<file path="src/rtl/aes_pkg.sv">
// aes_pkg: shared widths, FSM encoding and defaults for the AES CBC front end.
package aes_pkg;
    localparam int AES_BLOCK_W = 128;
    localparam int AES_KEY_W = 128;
    localparam int TIMEOUT_CYCLES_DEF = 64;
    typedef enum logic [1:0] {
        S_IDLE   = 2'd0,
        S_ISSUE  = 2'd1,
        S_WAIT   = 2'd2,
        S_OUTPUT = 2'd3
    } state_t;
endpackage

</file>
<file path="src/rtl/aes_cbc_ctrl.sv">
// aes_cbc_ctrl: CBC chaining front end that feeds one block at a time to an iterative AES-128 core.
module aes_cbc_ctrl
    import aes_pkg::*;
#(
    parameter int TIMEOUT_CYCLES = TIMEOUT_CYCLES_DEF,
    parameter int CNT_W = 16
) (
    input  logic                   clk,
    input  logic                   rst,
    input  logic                   iv_load,
    input  logic [AES_BLOCK_W-1:0] iv_in,
    input  logic [AES_KEY_W-1:0]   key_in,
    input  logic                   in_valid,
    output logic                   in_ready,
    input  logic [AES_BLOCK_W-1:0] in_data,
    input  logic                   in_last,
    output logic                   out_valid,
    input  logic                   out_ready,
    output logic [AES_BLOCK_W-1:0] out_data,
    output logic                   out_last,
    output logic                   core_start,
    output logic [AES_BLOCK_W-1:0] core_plaintext,
    output logic [AES_KEY_W-1:0]   core_key,
    input  logic                   core_done,
    input  logic [AES_BLOCK_W-1:0] core_ciphertext,
    output logic [CNT_W-1:0]       blk_count,
    output logic                   err_timeout
);
    localparam int TW = $clog2(TIMEOUT_CYCLES + 1);

    state_t state_q, state_d;
    logic [AES_BLOCK_W-1:0] iv_q, iv_d, chain_q, chain_d, pt_q, pt_d, out_data_q, out_data_d, chain_sel;
    logic [AES_KEY_W-1:0] key_q, key_d;
    logic last_q, last_d, out_last_q, out_last_d, err_q, err_d;
    logic [CNT_W-1:0] cnt_q, cnt_d;
    logic [TW-1:0] timer_q, timer_d;
    logic accept, expire;

    assign accept = in_valid && in_ready;
    assign expire = state_q == S_WAIT && !core_done && timer_q == TW'(TIMEOUT_CYCLES - 1);

    always_ff @(posedge clk or posedge rst) begin
        if (rst) state_q <= S_IDLE;
        else state_q <= state_d;
    end

    always_comb begin
        state_d = state_q;
        case (state_q)
            S_IDLE:   state_d = accept ? S_ISSUE : S_IDLE;
            S_ISSUE:  state_d = S_WAIT;
            S_WAIT:   state_d = core_done ? S_OUTPUT : (expire ? S_IDLE : S_WAIT);
            S_OUTPUT: state_d = out_ready ? S_IDLE : S_OUTPUT;
            default:  state_d = S_IDLE;
        endcase
    end

    // Reset parks the FSM in IDLE, so in_ready must also be gated by rst itself.
    always_comb begin
        in_ready = state_q == S_IDLE && !rst;
        core_start = state_q == S_ISSUE;
        out_valid = state_q == S_OUTPUT;
    end

    always_comb begin
        chain_sel = iv_load ? iv_in : chain_q;
        iv_d = iv_load ? iv_in : iv_q;
        chain_d = (iv_load && state_q == S_IDLE) ? iv_in : chain_q;
        pt_d = pt_q;
        key_d = key_q;
        last_d = last_q;
        out_data_d = out_data_q;
        out_last_d = out_last_q;
        err_d = err_q;
        cnt_d = cnt_q;
        timer_d = timer_q;
        if (accept) begin
            pt_d = in_data ^ chain_sel;
            key_d = key_in;
            last_d = in_last;
        end
        if (state_q == S_ISSUE) timer_d = '0;
        if (state_q == S_WAIT) begin
            timer_d = timer_q + 1'b1;
            if (core_done) begin
                out_data_d = core_ciphertext;
                out_last_d = last_q;
                chain_d = last_q ? iv_q : core_ciphertext;
                cnt_d = last_q ? '0 : cnt_q + 1'b1;
            end else if (expire) begin
                err_d = 1'b1;
                chain_d = iv_q;
                cnt_d = '0;
            end
        end
    end

    always_ff @(posedge clk or posedge rst) begin
        if (rst) begin
            iv_q <= '0;
            chain_q <= '0;
            pt_q <= '0;
            key_q <= '0;
            last_q <= 1'b0;
            out_data_q <= '0;
            out_last_q <= 1'b0;
            err_q <= 1'b0;
            cnt_q <= '0;
            timer_q <= '0;
        end else begin
            iv_q <= iv_d;
            chain_q <= chain_d;
            pt_q <= pt_d;
            key_q <= key_d;
            last_q <= last_d;
            out_data_q <= out_data_d;
            out_last_q <= out_last_d;
            err_q <= err_d;
            cnt_q <= cnt_d;
            timer_q <= timer_d;
        end
    end

    assign out_data = out_data_q;
    assign out_last = out_last_q;
    assign core_plaintext = pt_q;
    assign core_key = key_q;
    assign blk_count = cnt_q;
    assign err_timeout = err_q;
endmodule

</file>
<file path="config.mk">
export PLATFORM = sky130hd
export DESIGN_NAME = aes_cbc_ctrl
export DESIGN_NICKNAME = d
export VERILOG_FILES = /design/src/rtl/aes_pkg.sv /design/src/rtl/aes_cbc_ctrl.sv
export SDC_FILE = /design/constraint.sdc
export NUM_CORES = 2
export LEC_CHECK = 0
export ABC_AREA = 1
export CORE_AREA = 2 2 357 359
export DETAILED_ROUTE_END_ITERATION = 6
export DIE_AREA = 0 0 359 361
export GPL_ROUTABILITY_DRIVEN = 0
export SLEW_MARGIN = 20
export SYNTH_ARGS = -nofsm -noshare
export SYNTH_HDL_FRONTEND = slang
export SYNTH_SLANG_ARGS = --single-unit
</file>
<file path="constraint.sdc">
create_clock -name clk -period 22.3 [get_ports clk]
set_clock_uncertainty 0.1 [all_clocks]
set_input_delay 3.345 -clock clk [delete_from_list [all_inputs] [get_ports clk]]
set_output_delay 3.345 -clock clk [all_outputs]
set_load 0.03 [all_outputs]
</file>
==> run summary <==
Initial antenna violation count: 25
Vias: 27,600
Global-route wire length before repair: 179,000 um
Post-synth cell types: 28
Synthesized flop and latch total: 668
Root buffer cell: clkbuf_16
Tightest Hold Check Type: reg -> reg
Slew Viols, Final: 0
Post-CTS Setup Inserts: 0
# IOs: 924
Worst-Skew Late Latency: 0.67 ns
Min Tclk post-route: 8.33 ns
Netlist Area Pre-Place: 0.0315 mm2
Static leakage: 20.0 nW
Pwr dens: 140 mW/mm2
Fmax: 120 MHz
Antenna Nets Post-Route: 0
Fillcell total: 12,600
WP data required: 18.86 ns
Cell count after synthesis: 3,517
Commonest non-fill, non-tap cells in the layout: clkdlybuf4s50_1 (922), nand2_1 (832), dfrtp_1 (667)
Worst slew pin tran: 1.12 ns
CTS sink cnt: 668
Nets: 4,860
Resized Gates After CTS: 0
R2r worst-path depth: 9
Number of DRC markers in iteration 0: 1,944
Hold path startpoint: core_plaintext[102]
CTS clk-pin slew, worst paths: 0.05 ns
Worst Path Arrival: 4.88 ns
Critical path type: in -> out
Hold buffers post-CTS: 0
# rows: 130
VDD IR-drop max: 0.0757 mV
Commonest non-fill, non-tap cell in the layout: clkdlybuf4s50_1
Setup tns final: 0 ns
Avg Cell Area, Syn: 8.95 um2
CTS H-Tree Depth: 3
FF-to-FF End: core_key[108]
Core area: 0.125 mm2
Dpl hpwl: 86,500 um
FF-to-FF Start: state_q[1]
Initial Utilization: 0.251
Outcome: finished clean
Seq/Total Area, Yosys: 0.531
Setup WS post-layout: 13.97 ns
CTS Buf Count: 85
Via density: 4.55
CP Launch Type: input pin
TritonCTS clock tree: done
Slew HR: 0.253
Final Hold Fails: 0
Hold EP: core_plaintext[102]
P&R area growth vs syn: 42.8%
Layout cells sized above 1: 0.0781
Total global-route track usage: 0.182
DRT Wirelength: 122,000 um
Clock Path Buffers: 3
Die Y: 361 um
Die width: 359 um
Die ar.: 0.130 mm2
Fin crit share: 0.374
Critical path fanouts, max: 2
CP Capture Type: output pin
Grt ovf: 0
Largest net degree at the start of global routing: 161
Max_cap viols: 0
Pre-antenna DRT Iters: 5
Final setup viols: 0
DP Worst Slack: 13.97 ns
Port Buffers: 923
RSZ-0062 raised after global routing: false
Number of global-route vias before repair: 27,100
Hold-critical path depth: 2
Yosys warning total: 0
Syn nets: 4,043
DRC errors left: 0
Reg-to-reg slack, setup: 17.88 ns
WL/cell: 20.1 um
[worst max-delay path, stage by stage]
cell	delay, ns
clkdlybuf4s50_1	0.52
nor2_2	0.29
clkdlybuf4s50_1	0.73
[synth_stat cells]
| library cell | number | share of area |
|---|---|---|
| nand2_1 | 835 | 0.10 |
| dfrtp_1 | 668 | 0.53 |
| o21ai_0 | 512 | 0.081 |
| inv_1 | 286 | 0.034 |
| a21oi_1 | 262 | 0.042 |
| mux2_2 | 161 | 0.058 |
| nor2_1 | 159 | 0.019 |
| nand3_1 | 145 | 0.023 |
| xnor2_1 | 130 | 0.036 |
| clkbuf_1 | 104 | 0.012 |
| mux2_1 | 96 | 0.034 |
| buf_2 | 91 | 0.014 |
| buf_1 | 13 | 0.0016 |
| o21ai_1 | 13 | 0.0021 |
| buf_4 | 10 | 0.0024 |
| buf_6 | 9 | 0.0032 |
| ha_1 | 7 | 0.0028 |
| nor3_1 | 3 | 0.00048 |
| a31oi_1 | 2 | 0.00040 |
| nand4_1 | 2 | 0.00040 |
| o21bai_1 | 2 | 0.00048 |
| a21boi_0 | 1 | 0.00024 |
| a22oi_1 | 1 | 0.00024 |
| inv_2 | 1 | 0.00012 |
| nand2_2 | 1 | 0.00020 |
| nor2_2 | 1 | 0.00020 |
| o22ai_1 | 1 | 0.00020 |
| xor2_1 | 1 | 0.00028 |
[logic make-up (layout without fill, tap and decap cells)]
| group | after synthesis | after routing | share of synthesized area |
|---|---|---|---|
| compound gates | 794 | 794 | 0.127 |
| fa+ha+maj | 7 | 7 | 0.00278 |
| buf+inv | 514 | 1400 | 0.0682 |
| flops | 668 | 668 | 0.531 |
| other cells | 0 | 17 | 0 |
| mux | 257 | 257 | 0.0919 |
| simple gates | 1146 | 1146 | 0.143 |
| xor+xnor | 131 | 131 | 0.0364 |
[per-stage QoR]
| stage | util | total power [mW] | cells | area (um2) | hold slack (ns) |
|---|---|---|---|---|---|
| 6_report | 0.358 | 6.27 | 6070 | 44900 | 0.381 |
| 3_5_place_dp | 0.335 | 4.93 | 5896 | 42100 | 0.365 |
| 4_1_cts | 0.358 | 6.35 | 6052 | 44900 | 0.381 |
| 3_3_place_gp | 0.335 | 4.89 | 5896 | 42100 | 0.351 |
| 2_1_floorplan | - | 3.68 | 3517 | 31500 | 0.365 |
| 5_1_grt | 0.358 | 6.64 | 6069 | 44900 | 0.403 |
[per-layer routing]
metal,vias up,GRT usage,wire length (um)
li1,13100,-,-
met1,13400,0.215,48400
met2,948,0.310,60100
met3,183,0.0512,8710
met4,4,0.0795,4540
met5,-,0,25
[flip-flops by register name (all words and copies together), names as in the netlist]
signal and count:
timer_q 7, out_last 1, last_q 1, core_plaintext 128, iv_q 128, state_q 2, err_timeout 1, out_data 128
chain_q 128, blk_count 16, core_key 128
[final cells by class]
class / count / area, um2 / share of cell area
flip-flops and latches: 668 / 16700 / 0.372
multi-input cells: 2335 / 12700 / 0.282
repair buffers: 957 / 9550 / 0.212
clock buffers: 129 / 2520 / 0.0561
well taps: 1650 / 2060 / 0.0459
inverters: 287 / 1090 / 0.0242
clock inverters: 27 / 282 / 0.00626
diodes: 17 / 42.5 / 0.000946
[worst max-delay path by stage]
stage / start / end / slack, ns / depth (start not counted)
after global routing: rst / in_ready / 13.94 / 3
after CTS: rst / in_ready / 13.96 / 3
after global placement: rst / in_ready / 13.97 / 3
after detailed placement: rst / in_ready / 13.97 / 3
final: rst / in_ready / 13.97 / 3
after floorplan: rst / blk_count[0] / 0.13 / 1
[power by group]
group	internal [mW]	leakage (nW)	switching [mW]
clock network	0.809	1.38	0.572
registers	1.71	8.05	0.249
logic	1.17	10.6	1.77
(Power assumes the default switching activity.)
